**src/rtl/ex_stage.sv**
```systemverilog
// MIPS execute stage: ALU, branch resolve, 32-cycle shift-add multiplier, EX/MEM latch.
// Optional OVF_TRAP_EN: signed ADD/SUB overflow sets ovf_o and suppresses RegWrite_o.
package cpu_types_pkg;
    typedef logic [4:0] regbits_t;
    typedef enum logic [3:0] {
        ALU_SLL, ALU_SRL, ALU_SRA, ALU_ADD, ALU_SUB, ALU_AND,
        ALU_OR, ALU_XOR, ALU_NOR, ALU_SLT, ALU_SLTU
    } aluop_t;
endpackage

module ex_stage
    import cpu_types_pkg::*;
#(
    parameter int MUL_CYCLES = 32
) (
    input  logic        CLK,
    input  logic        RST,
    input  logic        en,
    input  logic        flush,
    input  logic [31:0] npc_i,
    input  logic [31:0] rdata1_i,
    input  logic [31:0] rdata2_i,
    input  logic [31:0] extout_i,
    input  logic [5:0]  shamt_i,
    input  logic [1:0]  ALUSrc_i,
    input  aluop_t      ALUop_i,
    input  logic        Branch_i,
    input  logic        bne_i,
    input  logic        mul_i,
    input  logic        DRen_i,
    input  logic        DWen_i,
    input  logic        RegWrite_i,
    input  logic        RegDst_i,
    input  logic        halt_i,
    input  logic        noop_i,
    input  logic [1:0]  MemtoReg_i,
    input  regbits_t    Rd_i,
    input  regbits_t    Rt_i,
    output logic [31:0] aluout_o,
    output logic [31:0] wdata_o,
    output regbits_t    wsel_o,
    output logic        DRen_o,
    output logic        DWen_o,
    output logic        RegWrite_o,
    output logic        halt_o,
    output logic [1:0]  MemtoReg_o,
    output logic [31:0] npc_o,
    output logic        br_taken_o,
    output logic [31:0] br_target_o,
    output logic        ex_busy_o,
    output logic        ovf_o
);
    localparam int CW = $clog2(MUL_CYCLES) + 1;

    typedef enum logic [1:0] {S_IDLE, S_MUL, S_DONE} mstate_t;

    mstate_t       state_q;
    logic [31:0]   mcand_q, mplier_q, acc_q;
    logic [CW-1:0] cnt_q;

    logic [31:0] alu_b, alu_res, result_d, br_target_d;
    logic        load, br_taken_d;
    regbits_t    wsel_d;

    always_comb begin
        case (ALUSrc_i)
            2'd1:    alu_b = extout_i;
            2'd2:    alu_b = {26'b0, shamt_i};
            default: alu_b = rdata2_i;
        endcase
    end

    always_comb begin
        alu_res = '0;
        case (ALUop_i)
            ALU_SLL:  alu_res = rdata1_i << alu_b[4:0];
            ALU_SRL:  alu_res = rdata1_i >> alu_b[4:0];
            ALU_SRA:  alu_res = $signed(rdata1_i) >>> alu_b[4:0];
            ALU_ADD:  alu_res = rdata1_i + alu_b;
            ALU_SUB:  alu_res = rdata1_i - alu_b;
            ALU_AND:  alu_res = rdata1_i & alu_b;
            ALU_OR:   alu_res = rdata1_i | alu_b;
            ALU_XOR:  alu_res = rdata1_i ^ alu_b;
            ALU_NOR:  alu_res = ~(rdata1_i | alu_b);
            ALU_SLT:  alu_res = {31'b0, $signed(rdata1_i) < $signed(alu_b)};
            ALU_SLTU: alu_res = {31'b0, rdata1_i < alu_b};
            default:  alu_res = '0;
        endcase
    end

    // Stall request is combinational so the hazard unit can freeze upstream this cycle.
    assign ex_busy_o   = (state_q == S_MUL) || (state_q == S_IDLE && mul_i && !noop_i);
    assign load        = en && !ex_busy_o && !flush;
    assign result_d    = (state_q == S_DONE) ? acc_q : alu_res;
    assign wsel_d      = RegDst_i ? Rd_i : Rt_i;
    assign br_taken_d  = Branch_i && !noop_i &&
                         (bne_i ? (rdata1_i != rdata2_i) : (rdata1_i == rdata2_i));
    assign br_target_d = npc_i + (extout_i << 2);

`ifdef OVF_TRAP_EN
    logic ovf_d, ovf_q;

    always_comb begin
        ovf_d = 1'b0;
        if (!noop_i && state_q != S_DONE) begin
            case (ALUop_i)
                ALU_ADD: ovf_d = (rdata1_i[31] == alu_b[31]) && (alu_res[31] != rdata1_i[31]);
                ALU_SUB: ovf_d = (rdata1_i[31] != alu_b[31]) && (alu_res[31] != rdata1_i[31]);
                default: ovf_d = 1'b0;
            endcase
        end
    end

    always_ff @(posedge CLK) begin
        if (RST || flush) ovf_q <= 1'b0;
        else if (load)    ovf_q <= ovf_d;
    end

    assign ovf_o = ovf_q;
`else
    logic ovf_d;
    assign ovf_d = 1'b0;
    assign ovf_o = 1'b0;
`endif

    logic [31:0] aluout_q, wdata_q, npc_q, br_target_q;
    regbits_t    wsel_q;
    logic        dren_q, dwen_q, regwrite_q, halt_q, br_taken_q;
    logic [1:0]  memtoreg_q;

    always_ff @(posedge CLK) begin
        if (RST) begin
            aluout_q    <= '0;
            wdata_q     <= '0;
            wsel_q      <= '0;
            dren_q      <= 1'b0;
            dwen_q      <= 1'b0;
            regwrite_q  <= 1'b0;
            halt_q      <= 1'b0;
            memtoreg_q  <= '0;
            npc_q       <= '0;
            br_taken_q  <= 1'b0;
            br_target_q <= '0;
        end else if (flush) begin
            // Bubble: data fields and the sticky halt keep their values.
            dren_q     <= 1'b0;
            dwen_q     <= 1'b0;
            regwrite_q <= 1'b0;
            memtoreg_q <= '0;
            br_taken_q <= 1'b0;
        end else if (load) begin
            aluout_q    <= result_d;
            wdata_q     <= rdata2_i;
            wsel_q      <= wsel_d;
            dren_q      <= DRen_i && !noop_i;
            dwen_q      <= DWen_i && !noop_i;
            regwrite_q  <= RegWrite_i && !noop_i && !ovf_d;
            halt_q      <= halt_q || (halt_i && !noop_i);
            memtoreg_q  <= noop_i ? 2'b00 : MemtoReg_i;
            npc_q       <= npc_i;
            br_taken_q  <= br_taken_d;
            br_target_q <= br_target_d;
        end
    end

    // Only the low product word is consumed, so 32-bit multiplicand/accumulator suffice.
    always_ff @(posedge CLK) begin
        if (RST) begin
            state_q  <= S_IDLE;
            cnt_q    <= '0;
            acc_q    <= '0;
            mcand_q  <= '0;
            mplier_q <= '0;
        end else if (flush) begin
            state_q <= S_IDLE;
            cnt_q   <= '0;
            acc_q   <= '0;
        end else begin
            case (state_q)
                S_IDLE: if (en && ex_busy_o) begin
                    mcand_q  <= rdata1_i;
                    mplier_q <= rdata2_i;
                    acc_q    <= '0;
                    cnt_q    <= '0;
                    state_q  <= S_MUL;
                end
                S_MUL: begin
                    if (mplier_q[0]) acc_q <= acc_q + mcand_q;
                    mcand_q  <= mcand_q << 1;
                    mplier_q <= mplier_q >> 1;
                    cnt_q    <= cnt_q + CW'(1);
                    if (cnt_q == CW'(MUL_CYCLES - 1)) state_q <= S_DONE;
                end
                S_DONE:  if (en) state_q <= S_IDLE;
                default: state_q <= S_IDLE;
            endcase
        end
    end

    assign aluout_o    = aluout_q;
    assign wdata_o     = wdata_q;
    assign wsel_o      = wsel_q;
    assign DRen_o      = dren_q;
    assign DWen_o      = dwen_q;
    assign RegWrite_o  = regwrite_q;
    assign halt_o      = halt_q;
    assign MemtoReg_o  = memtoreg_q;
    assign npc_o       = npc_q;
    assign br_taken_o  = br_taken_q;
    assign br_target_o = br_target_q;
endmodule

```
**config.mk**
```make
export PLATFORM = sky130hd
export DESIGN_NAME = ex_stage
export DESIGN_NICKNAME = d
export VERILOG_FILES = /design/src/rtl/ex_stage.sv
export SDC_FILE = /design/constraint.sdc
export NUM_CORES = 1
export LEC_CHECK = 0
export ABC_AREA = 1
export BUFFER_PORTS_ARGS = -buffer_cell sky130_fd_sc_hd__buf_4
export CAP_MARGIN = 20
export CORE_MARGIN = 3
export CORE_UTILIZATION = 40
export CTS_BUF_LIST = sky130_fd_sc_hd__clkbuf_16
export DETAILED_ROUTE_END_ITERATION = 10
export PLACE_DENSITY = 0.7
export SLEW_MARGIN = 20
export SYNTH_ARGS = -nofsm -noshare
export SYNTH_HDL_FRONTEND = slang
export SYNTH_SLANG_ARGS = --single-unit
```
**constraint.sdc**
```tcl
create_clock -name CLK -period 2.93 [get_ports CLK]
set_input_delay 0.1465 -clock CLK [delete_from_list [all_inputs] [get_ports CLK]]
set_output_delay 0.1465 -clock CLK [all_outputs]
set_load 0.01 [all_outputs]
```
# Word-level counts from Yosys, hierarchy flattened
# Cells that the tools add are included.
# word_totals
reg_bits,244
latchBits,0
ram_bits,0
mem_bits_ro,0
output_inout_bits,142
memories,0
# op_classes
addsub,5
n_mul,0
div,0
order_cmp,2
n_eq_ne,21
n_shift,3
mux,19
bitwise,5
reduce_logical,25
# ops
operator,count
32-bit one-hot mux with 11 select lines,1
32-bit one-hot mux with 2 select lines,4
32-bit 2-to-1 mux,5
32-bit adder,3
32-bit less-than comparator,2
32-bit bitwise AND,1
32-bit equality test,1
32-bit inequality test,1
32-bit inverter,1
32-bit bitwise OR,1
32-bit by 5-bit << shifter with 32-bit output,1
32-bit by 5-bit >> shifter with 32-bit output,1
32-bit by 5-bit >>> shifter with 32-bit output,1
32-bit subtractor,1
32-bit bitwise XOR,1
"4-bit by 3-bit equality test with 1-bit output, second input constant",4
"4-bit equality test, second input constant",3
6-bit one-hot mux with 2 select lines,1
1-bit logical AND,11
3-bit AND reduction,3
"4-bit by 2-bit equality test with 1-bit output, second input constant",2
2-bit 2-to-1 mux,4
"6-bit by 1-bit adder with 6-bit output, second input constant",1
"6-bit by 5-bit equality test with 1-bit output, second input constant",1
17 further kinds,25

# Depth between registers and ports, before layout
# depth
depth_word,8
depth_mapped,29
mapped_depth_nobuf,27

# Worst setup path after synthesis
# OpenSTA, ideal clock, no wires.
# synth_path
path_type,input -> register
startpoint,input port ALUSrc_i[0]
endpoint,"register aluout_q[28], in the netlist aluout_o[28]"
arrival_ns,3.051
t_required_ns,2.860
path_slack_ns,-0.190
stages,22
path_buffers,3
cell_sequence,inv_1 ha_1 inv_2 buf_6 nand2_1 clkinv_1 clkbuf_1 a22oi_1 ha_1 buf_2 inv_1 a21oi_1 a21boi_0 a21boi_0 o21ai_0 a21oi_1 nand2_1 nand2_1 nand3_1 nand2_1 nand2_1 a21oi_1
# synth_via
elab_chain_cells,6
elab_cells_between_ends,14
# synth_rtl
element,line,source
start: declaration,25,"input logic [1:0] ALUSrc_i,"
2-bit equality test or 2-bit by 1-bit equality test with 1-bit output (tied branches),66,case (ALUSrc_i)
32-bit one-hot mux with 2 select lines *,66,
branches (longest 2 deep; another with 32-bit subtractor),--,
32-bit one-hot mux with 11 select lines *,75,case (ALUop_i)
32-bit 2-to-1 mux *,94,assign result_d = (state_q == S_DONE) ? acc_q : alu_res;
end signal: assignment,152,aluout_q <= result_d;
end: declaration,126,"logic [31:0] aluout_q, wdata_q, npc_q, br_target_q;"
# Mark *: on every way between the ends.
# A chain may end at the register's enable or synchronous reset.

# Worst setup path in the final report
# layout_path
startpoint,input port ALUSrc_i[0]
endpoint,"register aluout_q[25], in the netlist aluout_o[25]"
# Same word-level chain as after synthesis.

==> summary by stage <==
Timing
The post-route clock skew is 0.06981 ns. After layout, the worst setup slack is -0.07242 ns. The tightest slew margin relative to the limit is 0.4154. The count of final max-slew check failures is 0.

Based on the critical path, the design can be clocked at up to 333.1 MHz. Of the available clock period, the critical path in the final layout requires 1.025. Setup repair after global routing could not meet its margin everywhere. The worst hold slack is 0.01871 ns. For the finished layout, the period the worst path requires is 3.002 ns. The post-route setup TNS is -0.07242 ns. The worst-margin pin slew is 0.8759 ns. The number of endpoints with negative hold slack in the final report was 0.

Setup violations remaining at the end of the flow were counted as 1.

Floorplanning
For this configuration, the core starts out at a cell density of 0.4049. The area of the die is 0.06009 mm². The number of rows in the core area is 87. The horizontal die dimension is 245.1 µm. 307 I/O pins were placed. The core region is 0.05650 mm². Measured along the y axis, the die boundary spans 245.1 µm.

Placement
The placement-stage worst setup slack is -1.049 ns. The total placed cells including tap cells is 5298. After legalization and detailed placement, the total HPWL measured 101200 µm. The placer congestion estimate is 1.062. Buffers placed on the I/O ports in this run total 305. In this run the cell area measured after placement is 0.02981 mm².

Worst hold path
The startpoint identified for the worst hold timing path is rdata1_i[31]. The worst hold path terminates at mcand_q[31]$_SDFFE_PP0P_. The hold path depth is 3. The worst hold path class is in2reg.

Yosys
The proportion of synthesized flip-flops having asynchronous set or reset is 0. Dividing the synthesized area by the synthesized cell count gives 5.936 µm². Yosys mapped a number of flops with a built-in enable equal to 0. The post-synthesis net count is 4178. Synthesis produced a netlist whose cell count is 3853. The cell area that synthesis handed to floorplanning was 0.02287 mm². The count of yosys warnings during synthesis is 0. The post-synthesis sequential element count is 242.

After synthesis, the netlist uses 56 different library cells. For this run, the leading register cell type out of synthesis is sky130_fd_sc_hd__dfxtp_1. The sequential share of the synthesized area is 0.2118.

Setup path
The worst register-to-register path ends at acc_q[27]$_SDFFE_PP0P_. By startpoint and endpoint, the worst setup path is classified as in2reg. The critical path capture point type is a flip-flop. The kind of launch point of the worst setup path is an input port. The data required time at the worst endpoint is 3.38 ns. Of all nets on the critical path, the largest fanout is 20. The depth of the worst register-to-register path is 12. The data arrival time of the critical path is 3.45 ns.

In this run the critical register-to-register path is launched from mcand_q[19]$_SDFFE_PP0P_. The setup slack on the worst flop-to-flop path is 0.18 ns.

CTS
CTS built an H-tree with a depth of 1. The CTS tree is built. For the worst-skew pair, the clock arrives at the later sink with an insertion delay of 0.63 ns. In this run the deepest clock path goes through 3 buffers. The clock-pin slew on the worst setup and hold paths is 0.06 ns.

The number of clock buffers added by TritonCTS is 28. The number of clock sinks is 242. Clock tree synthesis selected as its root buffer the cell sky130_fd_sc_hd__clkbuf_16.

Detailed routing
The detailed router finished its first iteration with 3504 violations. In this run the remaining antenna-violating nets after routing total 0. The final routed wire length divided by cell count is 23.19 µm. For this run, the detailed router's first-pass iteration total came to 8.

After detailed routing, the number of vias per cell comes to 5.737. The residual DRC count is 0. Across all layers, the routed design uses 31290 vias. The total wire length is 126500 µm.

Pwr
The completed layout was analyzed and its total power is 13.55 mW. For this design the static power due to leakage is 15.90 nW. The worst-case IR drop observed on VDD is 0.4266 mV. The cell area power density is 420.9 mW/mm².

Global route
The global-route wire length before repair is 181600 µm. Entering global routing, the biggest net connects 176 pins. The initial antenna violation count is 0. The sum of overflow across all layers after global routing is 0. The aggregate global-route resource usage is 0.3997. The via count of the first global-routing pass was 28950.

Cells and area
Relative to the synthesized area, the layout overhead comes to 40.75%. The net count of the finished layout is 5003. The cell area after layout is 0.03219 mm². The number of standard cells in the final layout excluding fillers is 5453.

The antenna cell count is 0. Of the cells placed in the final design, the portion with a size suffix greater than 1 is 0.2287. Measured on the finished design, the core utilization comes to 0.5698.

Outcome
The flow ran to the end, but the final reports show violations. The final reports fail on setup timing.

Run
The tool flagged a number of max-cap violations equal to 0.
-- placed cells by master (no fill, tap or decap), types with 11 or more instances in the layout --
master and instances:
sky130_fd_sc_hd__nand2_1 878, sky130_fd_sc_hd__buf_4 876, sky130_fd_sc_hd__nand3_1 421, sky130_fd_sc_hd__nor2_1 394, sky130_fd_sc_hd__inv_1 373, sky130_fd_sc_hd__o21ai_0 343
sky130_fd_sc_hd__a21oi_1 304, sky130_fd_sc_hd__dfxtp_1 242, sky130_fd_sc_hd__ha_1 137, sky130_fd_sc_hd__dlygate4sd3_1 100, sky130_fd_sc_hd__a31oi_1 68, sky130_fd_sc_hd__o211ai_1 44
sky130_fd_sc_hd__nor3_1 36, sky130_fd_sc_hd__o21ai_1 34, sky130_fd_sc_hd__nand2_2 29, sky130_fd_sc_hd__nand4_1 28, sky130_fd_sc_hd__clkbuf_16 28, sky130_fd_sc_hd__xor2_1 27
sky130_fd_sc_hd__xnor2_1 26, sky130_fd_sc_hd__a21boi_0 25, sky130_fd_sc_hd__a22oi_2 20, sky130_fd_sc_hd__a221oi_1 15, sky130_fd_sc_hd__o21a_1 14, sky130_fd_sc_hd__nor2_2 12
sky130_fd_sc_hd__o22ai_1 12, sky130_fd_sc_hd__o21bai_1 12, sky130_fd_sc_hd__a211oi_1 12, sky130_fd_sc_hd__buf_12 12, sky130_fd_sc_hd__a22oi_1 11, sky130_fd_sc_hd__ha_4 11
-- synthesized netlist by cell type (7+ instances only) --
master,n,area share
sky130_fd_sc_hd__nand2_1,897,0.15
sky130_fd_sc_hd__nand3_1,426,0.093
sky130_fd_sc_hd__nor2_1,406,0.067
sky130_fd_sc_hd__inv_1,370,0.061
sky130_fd_sc_hd__o21ai_0,359,0.079
sky130_fd_sc_hd__a21oi_1,316,0.069
sky130_fd_sc_hd__dfxtp_1,242,0.21
sky130_fd_sc_hd__ha_1,157,0.086
sky130_fd_sc_hd__clkbuf_1,128,0.021
sky130_fd_sc_hd__a31oi_1,68,0.019
sky130_fd_sc_hd__o211ai_1,44,0.014
sky130_fd_sc_hd__buf_2,43,0.0094
sky130_fd_sc_hd__nor3_1,42,0.0092
sky130_fd_sc_hd__a22oi_1,31,0.010
sky130_fd_sc_hd__a21boi_0,28,0.0092
sky130_fd_sc_hd__nand4_1,28,0.0077
sky130_fd_sc_hd__xor2_1,27,0.010
sky130_fd_sc_hd__xnor2_1,26,0.010
sky130_fd_sc_hd__o21ai_1,21,0.0046
sky130_fd_sc_hd__a221oi_1,16,0.0061
sky130_fd_sc_hd__o21a_1,14,0.0046
sky130_fd_sc_hd__a211oi_1,13,0.0043
sky130_fd_sc_hd__o21bai_1,13,0.0043
sky130_fd_sc_hd__buf_1,12,0.0020
sky130_fd_sc_hd__o22ai_1,12,0.0033
sky130_fd_sc_hd__a21o_1,10,0.0033
sky130_fd_sc_hd__nand2_2,10,0.0027
sky130_fd_sc_hd__nor4_1,10,0.0027
sky130_fd_sc_hd__or2_2,9,0.0025
sky130_fd_sc_hd__clkinv_1,7,0.0011
-- layer usage --
layer | vias to the layer above | routed length (µm) | global-route usage
met5 | - | 0 | 0
met1 | 14530 | 50300 | 0.5133
met4 | 0 | 8181 | 0.2122
met3 | 341 | 12970 | 0.07942
met2 | 1811 | 55020 | 0.6319
li1 | 14600 | - | -
-- kinds of logic after synthesis --
group / count (synthesis) / share of synthesized area
AO/OA/AOI/OAI: 957 / 0.2353
XOR/XNOR: 53 / 0.02029
adder cells (fa/ha/maj): 160 / 0.08851
buffers and inverters: 578 / 0.1010
flip-flops: 242 / 0.2118
other: 1 / 0.0001639
AND/OR/NAND/NOR: 1862 / 0.3429
-- registers in the layout, indices dropped and copies added, names as in the netlist, 2 cells and up --
name / cells
npc_o: 32
MemtoReg_o: 2
cnt_q: 6
aluout_o: 32
wdata_o: 32
br_target_o: 30
wsel_o: 5
state_q: 2
mcand_q: 32
acc_q: 32
mplier_q: 32
-- worst max-delay path, cell delays in order --
cell                      delay [ns]
sky130_fd_sc_hd__buf_4          0.10
sky130_fd_sc_hd__inv_1          0.06
sky130_fd_sc_hd__ha_4           0.26
sky130_fd_sc_hd__inv_2          0.04
sky130_fd_sc_hd__nand2_2        0.06
sky130_fd_sc_hd__inv_2          0.04
sky130_fd_sc_hd__buf_12         0.16
sky130_fd_sc_hd__buf_4          0.17
sky130_fd_sc_hd__a22oi_2        0.26
sky130_fd_sc_hd__ha_1           0.35
sky130_fd_sc_hd__buf_4          0.18
sky130_fd_sc_hd__inv_1          0.07
sky130_fd_sc_hd__buf_4          0.18
sky130_fd_sc_hd__o21ai_0        0.18
sky130_fd_sc_hd__nor2_1         0.31
sky130_fd_sc_hd__nand3_1        0.19
sky130_fd_sc_hd__nor3_2         0.29
sky130_fd_sc_hd__nand2_1        0.20
sky130_fd_sc_hd__nand2_1        0.10
sky130_fd_sc_hd__a21oi_1        0.07
-- worst max path at each step --
| stage | cells past startpoint | from | slack, ns | end |
|---|---|---|---|---|
| finish | 20 | ALUSrc_i[0] | -0.07 | aluout_o[25]$_SDFFE_PP0P_ |
| global route | 20 | ALUSrc_i[0] | -0.06 | aluout_o[25]$_SDFFE_PP0P_ |
| CTS | 24 | ALUSrc_i[0] | -0.05 | aluout_o[25]$_SDFFE_PP0P_ |
| detailed placement | 21 | ALUSrc_i[0] | -1.05 | aluout_o[25]$_SDFFE_PP0P_ |
| global placement | 21 | ALUSrc_i[0] | -1.09 | aluout_o[25]$_SDFFE_PP0P_ |
| floorplan | 22 | ALUSrc_i[0] | -0.02 | aluout_o[28]$_SDFFE_PP0P_ |
-- repair_timing --
| action | CTS | global route |
|---|---|---|
| gates resized for setup | 17 | 108 |
| buffers inserted | 0 | 6 |
| endpoints found under the setup margin | 14 | 27 |
| pin swaps | 1 | 26 |
| hold endpoints to repair | 119 | 0 |
| hold buffers | 100 | 0 |
-- power by group --
part           leakage [nW]  total (mW)  internal (mW)  switching (mW)
clock network         0.459        3.50           1.91            1.59
logic                  13.5        6.46           2.60            3.86
registers              1.98        3.60           3.47           0.127
total                  15.9        13.5           7.98            5.57
-- cell type report --
| cell class | instances | area (µm²) |
|---|---|---|
| Inverter | 383 | 1443 |
| Clock inverter | 21 | 171.4 |
| Multi-Input combinational cell | 3033 | 16250 |
| Fill cell | 5722 | 24300 |
| Clock buffer | 28 | 700.7 |
| Tap cell | 756 | 945.9 |
| Timing Repair Buffer | 990 | 7840 |
| Sequential cell | 242 | 4845 |
Power figures use the tool's default switching activity.
